[config.mk]
export PLATFORM = sky130hd
export DESIGN_NAME = decode_stage_rv32
export DESIGN_NICKNAME = d
export VERILOG_FILES = /design/src/rtl/decode_stage_rv32.sv
export SDC_FILE = /design/constraint.sdc
export NUM_CORES = 1
export LEC_CHECK = 0
export ABC_CLOCK_PERIOD_IN_PS = 2100
export CAP_MARGIN = 20
export CORE_MARGIN = 8
export CORE_UTILIZATION = 45
export CTS_BUF_LIST = sky130_fd_sc_hd__clkbuf_16
export DETAILED_ROUTE_END_ITERATION = 10
export GPL_TIMING_DRIVEN = 0
export HOLD_SLACK_MARGIN = 0.12
export PLACE_DENSITY_LB_ADDON = 0.25
export SYNTH_ARGS = -nofsm -noshare
export SYNTH_HDL_FRONTEND = slang
export SYNTH_SLANG_ARGS = --single-unit
export TNS_END_PERCENT = 30
[constraint.sdc]
create_clock -name clk -period 2.1 [get_ports clk]
set_input_delay 0.42 -clock clk [delete_from_list [all_inputs] [get_ports clk]]
set_output_delay 0.42 -clock clk [all_outputs]
set_load 0.01 [all_outputs]
[src/rtl/decode_stage_rv32.sv]
// RV32I(+M) decode stage: registered decode behind a 2-entry skid buffer so in_ready
// never depends combinationally on out_ready.
module decode_stage_rv32 #(
   parameter int unsigned DATAW = 32,
   parameter bit          EN_M  = 1'b0,
   localparam int unsigned AW   = $clog2(DATAW)
) (
   input  logic             clk,
   input  logic             reset,
   input  logic             flush,
   input  logic             in_valid,
   output logic             in_ready,
   input  logic [DATAW-1:0] in_ins,
   input  logic [DATAW-1:0] in_pc,
   output logic             out_valid,
   input  logic             out_ready,
   output logic [DATAW-1:0] out_pc,
   output logic [AW-1:0]    rs1,
   output logic [AW-1:0]    rs2,
   output logic [AW-1:0]    rd,
   output logic             reg_we,
   output logic             link_we,
   output logic             test_branch,
   output logic             always_branch,
   output logic             abs_branch,
   output logic             use_imm,
   output logic             use_pc,
   output logic             ram_we,
   output logic             ram_rd,
   output logic             muldiv,
   output logic             illegal,
   output logic [2:0]       branch_type,
   output logic [3:0]       alu_code,
   output logic [DATAW-1:0] imm
);

   localparam int unsigned BW = 2 * DATAW + 3 * AW + 18;

   localparam logic [6:0] OpImm  = 7'b0010011;
   localparam logic [6:0] OpReg  = 7'b0110011;
   localparam logic [6:0] OpLui  = 7'b0110111;
   localparam logic [6:0] OpAuip = 7'b0010111;
   localparam logic [6:0] OpJal  = 7'b1101111;
   localparam logic [6:0] OpJalr = 7'b1100111;
   localparam logic [6:0] OpBr   = 7'b1100011;
   localparam logic [6:0] OpLoad = 7'b0000011;
   localparam logic [6:0] OpSt   = 7'b0100011;

   localparam logic [3:0] AluAdd = 4'b0000;
   localparam logic [3:0] AluCpy = 4'b1111;

   typedef enum logic [1:0] {StEmpty, StOne, StTwo} state_e;

   logic [31:0] ins;
   logic [6:0]  opcode;
   logic [2:0]  f3;
   logic [6:0]  f7;
   logic [31:0] imm_i, imm_s, imm_b, imm_u, imm_j;

   assign ins    = in_ins[31:0];
   assign opcode = ins[6:0];
   assign f3     = ins[14:12];
   assign f7     = ins[31:25];
   assign imm_i  = {{20{ins[31]}}, ins[31:20]};
   assign imm_s  = {{20{ins[31]}}, ins[31:25], ins[11:7]};
   assign imm_b  = {{19{ins[31]}}, ins[31], ins[7], ins[30:25], ins[11:8], 1'b0};
   assign imm_u  = {ins[31:12], 12'b0};
   assign imm_j  = {{11{ins[31]}}, ins[31], ins[19:12], ins[20], ins[30:21], 1'b0};

   logic        dec_reg_we, dec_link_we, dec_test_br, dec_always_br, dec_abs_br;
   logic        dec_use_imm, dec_use_pc, dec_ram_we, dec_ram_rd, dec_muldiv, dec_illegal;
   logic [3:0]  dec_alu;
   logic [31:0] dec_imm32;

   always_comb begin
      dec_reg_we    = 1'b0;
      dec_link_we   = 1'b0;
      dec_test_br   = 1'b0;
      dec_always_br = 1'b0;
      dec_abs_br    = 1'b0;
      dec_use_imm   = 1'b0;
      dec_use_pc    = 1'b0;
      dec_ram_we    = 1'b0;
      dec_ram_rd    = 1'b0;
      dec_muldiv    = 1'b0;
      dec_illegal   = 1'b0;
      dec_alu       = AluAdd;
      dec_imm32     = '0;
      case (opcode)
         OpImm: begin
            dec_reg_we  = 1'b1;
            dec_use_imm = 1'b1;
            dec_imm32   = imm_i;
            dec_alu     = {ins[30] & (f3 == 3'd5), f3};
            if ((f3 == 3'd1 && f7 != 7'h00) ||
                (f3 == 3'd5 && f7 != 7'h00 && f7 != 7'h20)) dec_illegal = 1'b1;
         end
         OpReg: begin
            dec_reg_we = 1'b1;
            if (EN_M && f7 == 7'h01) begin
               dec_muldiv = 1'b1;
               dec_alu    = {1'b0, f3};
            end else begin
               dec_alu = {ins[30], f3};
               if (f7 != 7'h00 && f7 != 7'h20) dec_illegal = 1'b1;
               if (f7 == 7'h20 && f3 != 3'd0 && f3 != 3'd5) dec_illegal = 1'b1;
            end
         end
         OpLui: begin
            dec_reg_we  = 1'b1;
            dec_use_imm = 1'b1;
            dec_alu     = AluCpy;
            dec_imm32   = imm_u;
         end
         OpAuip: begin
            dec_reg_we  = 1'b1;
            dec_use_imm = 1'b1;
            dec_use_pc  = 1'b1;
            dec_imm32   = imm_u;
         end
         OpJal: begin
            dec_always_br = 1'b1;
            dec_link_we   = 1'b1;
            dec_reg_we    = 1'b1;
            dec_use_imm   = 1'b1;
            dec_alu       = AluCpy;
            dec_imm32     = imm_j;
         end
         OpJalr: begin
            dec_always_br = 1'b1;
            dec_abs_br    = 1'b1;
            dec_link_we   = 1'b1;
            dec_reg_we    = 1'b1;
            dec_use_imm   = 1'b1;
            dec_imm32     = imm_i;
         end
         OpBr: begin
            dec_test_br = 1'b1;
            dec_use_pc  = 1'b1;
            dec_use_imm = 1'b1;
            dec_imm32   = imm_b;
         end
         OpLoad: begin
            dec_reg_we  = 1'b1;
            dec_use_imm = 1'b1;
            dec_ram_rd  = 1'b1;
            dec_imm32   = imm_i;
         end
         OpSt: begin
            dec_ram_we  = 1'b1;
            dec_use_imm = 1'b1;
            dec_imm32   = imm_s;
         end
         default: dec_illegal = 1'b1;
      endcase
      // Illegal bundles still flow down the pipe but must not cause side effects.
      if (dec_illegal) begin
         dec_reg_we    = 1'b0;
         dec_link_we   = 1'b0;
         dec_test_br   = 1'b0;
         dec_always_br = 1'b0;
         dec_abs_br    = 1'b0;
         dec_ram_we    = 1'b0;
         dec_ram_rd    = 1'b0;
         dec_muldiv    = 1'b0;
      end
      if (ins[11:7] == 5'd0) begin
         dec_reg_we  = 1'b0;
         dec_link_we = 1'b0;
      end
   end

   logic [BW-1:0] bundle_d;
   logic [BW-1:0] out_q, skid_q;
   state_e        state_q;
   logic          out_valid_q, in_ready_q;
   logic          in_fire, out_fire;

   assign bundle_d = {in_pc, ins[15 +: AW], ins[20 +: AW], ins[7 +: AW],
                      dec_reg_we, dec_link_we, dec_test_br, dec_always_br, dec_abs_br,
                      dec_use_imm, dec_use_pc, dec_ram_we, dec_ram_rd, dec_muldiv, dec_illegal,
                      f3, dec_alu, DATAW'($signed(dec_imm32))};

   assign in_fire  = in_valid && in_ready_q;
   assign out_fire = out_valid_q && out_ready;

   always_ff @(posedge clk) begin
      if (reset) begin
         state_q     <= StEmpty;
         out_valid_q <= 1'b0;
         in_ready_q  <= 1'b1;
         out_q       <= '0;
         skid_q      <= '0;
      end else if (flush) begin
         state_q     <= StEmpty;
         out_valid_q <= 1'b0;
         in_ready_q  <= 1'b1;
      end else begin
         unique case (state_q)
            StEmpty: begin
               if (in_fire) begin
                  out_q       <= bundle_d;
                  state_q     <= StOne;
                  out_valid_q <= 1'b1;
               end
            end
            StOne: begin
               if (in_fire && out_fire) begin
                  out_q <= bundle_d;
               end else if (in_fire) begin
                  skid_q     <= bundle_d;
                  state_q    <= StTwo;
                  in_ready_q <= 1'b0;
               end else if (out_fire) begin
                  state_q     <= StEmpty;
                  out_valid_q <= 1'b0;
               end
            end
            StTwo: begin
               if (out_fire) begin
                  out_q      <= skid_q;
                  state_q    <= StOne;
                  in_ready_q <= 1'b1;
               end
            end
            default: begin
               state_q     <= StEmpty;
               out_valid_q <= 1'b0;
               in_ready_q  <= 1'b1;
            end
         endcase
      end
   end

   assign in_ready  = in_ready_q;
   assign out_valid = out_valid_q;
   assign {out_pc, rs1, rs2, rd, reg_we, link_we, test_branch, always_branch, abs_branch,
           use_imm, use_pc, ram_we, ram_rd, muldiv, illegal, branch_type, alu_code, imm} = out_q;

endmodule

==> impl_metrics.yaml, run 1 <==
yosys:
  synthTopCellsByArea: "dfxtp_1 (46%), nand2_1 (10%), a21oi_1 (5.7%), nor2_1 (5.0%), a311oi_2 (4.4%)"
  synth-edff-count: 0
  async_flop_share_pct: 0
  synthAdderAreaFrac_pct: 0
  syn-num-nets: 1093
  yosysTopAreaCell: "dfxtp_1"
  syn_area_per_cell_um2: 8.28
  synth-simple-area-share_pct: 21.2
  muxShareOfSynthArea_pct: 0
  yosys.cell_types.count: 67
  synth_compound_area_share_pct: 26.8
  syn_inst: 1024
  yosysWarnings: 0
  synth_xor_area_share_pct: 0.103
  ys_ff_latch: 196
  ys.flop_type: "dfxtp_1"
  synth_top_family_by_area: "compound AO/OA/AOI/OAI gates"
  synth_top_area_share_pct: 46.3
  synth_seq_area_share_pct: 46.3
  syn_area_um2: 8480
die:
  dieHeight_um: 153
  die-width_um: 153
  dieArea_um2: 23500
  ioPinCount: 168
  placementRows: 50
  core_area_um2: 18600
  initial_core_util_pct: 45.6
global_routing:
  antenna_found_initial: 0
  grt_max_degree: 17
  grt_usage_pct: 22.7
  overflow: 0
  grt_pass1_wl_um: 42800
  grt_pass1_vias: 7878
placed_design:
  globalplace.congestion: 0.899
  place_area_um2: 10400
  port_buffers: 164
  hpwl_um: 19700
power_and_ir_drop:
  p_per_area_nw_per_um2: 734
  ir_drop_uv: 593
  leakagePower_nw: 3.87
  p_total_mw: 8.13
timing:
  whs_ps: 456
  layout_min_cycle_time_ps: 2020
  finClkSkew_ps: 11.0
  tightest_slew_ps: 754
  post-route-period-util_pct: 96.4
  slew_headroom_pct: 49.8
  finalMaxSlewViolations: 0
  rsz0062_at_grt: "true"
  finalSetupTns_ps: 0
  fmax_ghz: 0.494
  finalHoldViolCount: 0
  setup_violations: 0
clock_tree:
  cts_root_buffer: "clkbuf_16"
  hold_buffers: 0
  clkTransAtPathRegs_ps: 70
  htree_num_levels: 4
  clock_sinks: 196
  cts_buffers: 17
  cts_tree: "yes"
  worstSkewPairLatency_ps: 440
  clk_path_buf_depth: 2
setup_path:
  required_ps: 2470
  crit_slowest_cell: "clkdlybuf4s50_1"
  crit_type: "primary input to register"
  worstPathArrival_ps: 2390
  worstRegToRegCells: 7
  critPathCaptureType: "register"
  cpPeakStageDelay_ps: 460
  cp_common_cell: "o21ai_0"
  cp_max_fo: 10
  cp-start-kind: "primary input"
  worstPathCellList: "clkdlybuf4s50_1 > buf_2 > and4b_2 > nand2_1 > o21ai_0 > a221oi_1 > o21ai_0"
route:
  drc: 0
  vias: 8334
  drt_iter0_drc: 580
  antenna_left: 0
  wl_per_cell_um: 18.9
  vias_per_cell: 5.74
  first_pass_iters: 5
  wirelength_um: 27400
hold_path:
  hold_path_class: "register to register"
  worstHoldPathCells: 2
final_layout:
  drive_gt1_share_pct: 11.1
  regArea_um2: 3920
  syn2layout_area_growth_pct: 30.6
  final_area_um2: 11100
  fillers: 1710
  multi_input_area_um2: 4150
  final_nets: 1276
  n_antenna_cell: 0
run_status:
  status: "finished clean"
run:
  max_cap_viol_count: 0
## sequential cells by signal, indices dropped and copies added, names as in the netlist
name,cells
in_ready,1
out_q,96
out_valid,1
skid_q,96
state_q,2
## cells in the mapped netlist, types with 5 or more instances
cell	instances
buf_2	30
nand3_1	9
nor3_1	20
o21ai_1	6
a21boi_0	11
and2_1	7
o22ai_1	13
nand2b_1	5
a22oi_1	6
a221oi_1	9
buf_4	11
clkbuf_1	46
nor2_1	113
a311oi_2	25
dfxtp_1	196
a311oi_1	28
and3_1	5
a21oi_1	96
o21ai_0	27
a31oi_1	31
a221o_1	8
a211oi_2	7
nand2_1	233
a211oi_1	17
## final timing paths
check / start / to / slack [ps]
worst max-delay path: in_ins[5] / out_q[0]$_SDFFE_PP0P_ / 80
worst min-delay path: out_q[34]$_SDFFE_PP0P_ / out_q[34]$_SDFFE_PP0P_ / 460
worst max register to register: out_valid$_SDFFE_PP0P_ / out_q[39]$_SDFFE_PP0P_ / 110
worst min register to register: out_q[34]$_SDFFE_PP0P_ / out_q[34]$_SDFFE_PP0P_ / 460
## layout make-up
| cell class | count | area share [%] |
|---|---|---|
| buffer | 91 | 4.26 |
| inverter | 4 | 0.136 |
| timing repair buffer | 165 | 14.9 |
| clock inverter | 14 | 1.23 |
| tap | 234 | 2.64 |
| multi-input combinational | 732 | 37.5 |
| clock buffer | 17 | 3.84 |
| sequential | 196 | 35.4 |
## stage by stage
step	worst slack, ps	utilization [%]	std cells
after floorplan	323	-	1024
after global placement	-590	56.0	1422
after detailed placement	-575	56.0	1422
after CTS	-49.6	59.1	1453
after global routing	-28.3	59.6	1453
final	75.1	59.6	1453
## report_power, final
group | internal, mW | switching [mW]
sequential | 3.84 | 0.0756
clock | 1.74 | 1.43
combinational | 0.480 | 0.562
## cell usage in the layout (no fill, tap or decap), types with 3 or more instances in the layout
cell type,instances
nor3_1,20
o21ai_1,7
a221oi_1,8
a22oi_1,6
a21oi_2,3
o22ai_1,12
buf_6,6
a21oi_1,95
nand3_1,9
clkinv_2,4
clkbuf_1,41
a22o_1,4
a311oi_1,28
and2_0,3
clkinvlp_4,3
a221o_1,8
and3_1,4
dfxtp_1,196
and2_1,7
inv_1,5
a311oi_2,25
nand2_1,231
a211oi_1,17
buf_2,28
and3b_1,4
clkbuf_2,4
a21boi_0,11
clkdlybuf4s50_1,162
o21ai_0,25
nand2b_1,5
a31oi_1,31
nor2_1,113
buf_4,12
nor2b_1,3
a211oi_2,7
clkbuf_16,17
## critical path: cells and delay by family
kind                   cells  cell delay (ps)
buffers and inverters      2              680
and+or+nand+nor            2              520
AOI/OAI and AO/OA          3              780
## cell families (layout without fill, tap and decap cells)
group	count (synthesis)	in the layout
AOI/OAI and AO/OA	308	308
and+or+nand+nor	422	422
xor gates and xnor gates	1	1
buffers and inverters	96	291
other	1	1
DFF	196	196
## what timing repair did
action,CTS,global route
endpoints found under the setup margin,7,110
pin swaps,0,1
buffers inserted,0,1
gates resized for setup,1,33
## metal layers
metal / part of all wire [%] / wire, µm / vias to the layer above / global-route usage (%)
li1: - / - / 4005 / -
met1: 44 / 12100 / 3967 / 29.0
met2: 47 / 12800 / 319 / 36.7
met3: 6.3 / 1740 / 43 / 4.60
met4: 2.6 / 716 / 0 / 9.66
met5: 0 / 0 / - / 0
Power figures use the tool's default switching activity.
==> run 2: changes to the inputs <==
--- a/config.mk
+++ b/config.mk
@@ -7,12 +7,13 @@
 export LEC_CHECK = 0
 export ABC_CLOCK_PERIOD_IN_PS = 2100
 export CAP_MARGIN = 20
-export CORE_MARGIN = 8
+export CORE_MARGIN = 5
 export CORE_UTILIZATION = 45
 export CTS_BUF_LIST = sky130_fd_sc_hd__clkbuf_16
+export CTS_CLUSTER_SIZE = 25
 export DETAILED_ROUTE_END_ITERATION = 10
 export GPL_TIMING_DRIVEN = 0
-export HOLD_SLACK_MARGIN = 0.12
+export HOLD_SLACK_MARGIN = 0.08
 export PLACE_DENSITY_LB_ADDON = 0.25
 export SYNTH_ARGS = -nofsm -noshare
 export SYNTH_HDL_FRONTEND = slang
==> impl_metrics.yaml, run 2 (same netlist as run 1, synthesis figures left out) <==
power_and_ir_drop:
  switching_share_pct: 26.7
  p_total_mw: 7.99
  pwr-share-comb_pct: 13.0
  clockPowerShare_pct: 38.0
  p_int_mw: 5.86
  leakagePower_nw: 3.84
  ir_drop_uv: 561
  sequentialPowerShare_pct: 49.0
  p_per_area_nw_per_um2: 724
  p_switching_mw: 2.13
setup_path:
  r2r_end: "out_q[34]$_SDFFE_PP0P_"
  critPathCaptureType: "register"
  crit_type: "primary input to register"
  crit_slowest_cell: "clkdlybuf4s50_1"
  cpPeakStageDelay_ps: 460
  required_ps: 2470
  reg2reg_from: "state_q[1]$_SDFFE_PP0P_"
  crit_end: "out_q[34]$_SDFFE_PP0P_"
  cp_max_fo: 10
  worstPathArrival_ps: 2400
  r2r_slack_ps: 120
  cp-startpoint: "in_ins[5]"
  cp-start-kind: "primary input"
  worstPathCellList: "clkdlybuf4s50_1 > buf_2 > and4b_2 > and2_1 > buf_4 > o21ai_2 > a311o_1 > a21oi_1"
  worstRegToRegCells: 6
timing:
  setup_violations: 0
  timing.final.ws_setup_ps: 62.8
  tightest_slew_ps: 795
  finalSetupTns_ps: 0
  slew_headroom_pct: 47.0
  rsz0062_at_grt: "true"
  fmax_ghz: 0.491
  layout_min_cycle_time_ps: 2040
  post-route-period-util_pct: 97.0
  finClkSkew_ps: 8.61
  finalHoldViolCount: 0
  finalMaxSlewViolations: 0
final_layout:
  final_util_pct: 59.2
  layout_commonest_cell: "nand2_1"
  top_regs: "out_q: 96 flops, skid_q: 96 flops, state_q: 2 flops"
  final_cells: 1454
  final_cell_mix: "nand2_1 (230), dfxtp_1 (195), clkdlybuf4s50_1 (163)"
  final_nets: 1276
  fillers: 1692
  n_antenna_cell: 0
  syn2layout_area_growth_pct: 30.3
  drive_gt1_share_pct: 11.1
clock_tree:
  clk_path_buf_depth: 2
  cts_tree: "yes"
  clock_sinks: 196
  worstSkewPairLatency_ps: 440
  htree_num_levels: 4
  cts_root_buffer: "clkbuf_16"
  clkTransAtPathRegs_ps: 70
  hold_buffers: 0
  cts_buffers: 17
run:
  max_cap_viol_count: 0
global_routing:
  antenna_found_initial: 0
  grt_usage_pct: 24.3
  grt_max_degree: 19
  grt_pass1_wl_um: 42200
  overflow: 0
  grt_pass1_vias: 7862
placed_design:
  dp_slack_ps: -547
  dp.cells: 1422
  port_buffers: 164
  globalplace.congestion: 0.914
  hpwl_um: 19400
die:
  dieArea_um2: 21700
  initial_core_util_pct: 45.5
  ioPinCount: 168
  dieHeight_um: 147
  core_area_um2: 18600
  placementRows: 50
  die-width_um: 147
hold_path:
  hold_path_class: "register to register"
route:
  antenna_left: 0
  wirelength_um: 26800
  drc: 0
  vias_per_cell: 5.70
  wl_per_cell_um: 18.4
  drt_iter0_drc: 672
  vias: 8289
  first_pass_iters: 6
run_status:
  status: "finished clean"
-- run 2: cell types whose count changed in the layout (fill, tap and decap cells not counted), sizes merged --
cell           previous run  this run
dlymetal6s2s              2         1
clkinv                    6         4
buf                      46        45
clkdlybuf4s50           162       163
bufinv                    2         0
inv                       7        11
clkbuf                   63        64
clkinvlp                  3         4
-- run 2: worst min-delay path by stage --
stage / from / to / slack [ps] / cells past startpoint
floorplan: skid_q[36]$_SDFFE_PP0P_ / skid_q[36]$_SDFFE_PP0P_ / 440 / 2
global placement: skid_q[70]$_SDFFE_PP0P_ / skid_q[70]$_SDFFE_PP0P_ / 440 / 2
detailed placement: skid_q[89]$_SDFFE_PP0P_ / skid_q[89]$_SDFFE_PP0P_ / 450 / 2
CTS: in_ins[4] / skid_q[41]$_SDFFE_PP0P_ / 430 / 4
global route: skid_q[86]$_SDFFE_PP0P_ / skid_q[86]$_SDFFE_PP0P_ / 470 / 2
finish: skid_q[89]$_SDFFE_PP0P_ / skid_q[89]$_SDFFE_PP0P_ / 450 / 2
-- run 2: layout make-up --
class	count	area, µm²	share of cell area (%)
repair buffers	165	1650	15.0
clock buffers	17	425	3.85
clock inverters	15	121	1.10
multi-input cells	732	4140	37.5
inverters	4	15.0	0.136
flip-flops and latches	196	3930	35.5
plain buffers	91	469	4.25
well taps	234	293	2.65
-- run 2: power groups by stage --
stage	clock, mW	combinational [mW]	sequential (mW)
floorplan	0	0.458	4.03
global placement	0	1.01	4.00
detailed placement	0	1.02	4.00
CTS	3.10	1.03	3.91
global route	3.27	1.12	3.93
finish	3.04	1.04	3.92
-- run 2: metal layers --
metal / vias up / track usage (%) / wire, µm
li1: 4005 / - / -
met1: 3871 / 32.2 / 11700
met2: 358 / 38.8 / 12300
met3: 55 / 5.80 / 1960
met4: 0 / 8.90 / 785
met5: - / 0 / 0
-- run 2: critical path, delay by kind of cell --
family / cells / cell delay, ps
buffers and inverters: 3 / 850
and+or+nand+nor: 2 / 450
AOI/OAI and AO/OA: 3 / 690
-- run 2: what timing repair did --
action                                  4_1_cts  5_1_grt
gates resized for setup                       3       25
pin swaps                                     0        2
endpoints found under the setup margin        8      129
buffers inserted                              0        1
-- run 2: through the flow --
stage / area, µm² / hold slack, ps
finish: 11000 / 454
global route: 11000 / 471
detailed placement: 10400 / 447
global placement: 10400 / 441
floorplan: 8480 / 437
CTS: 11000 / 431
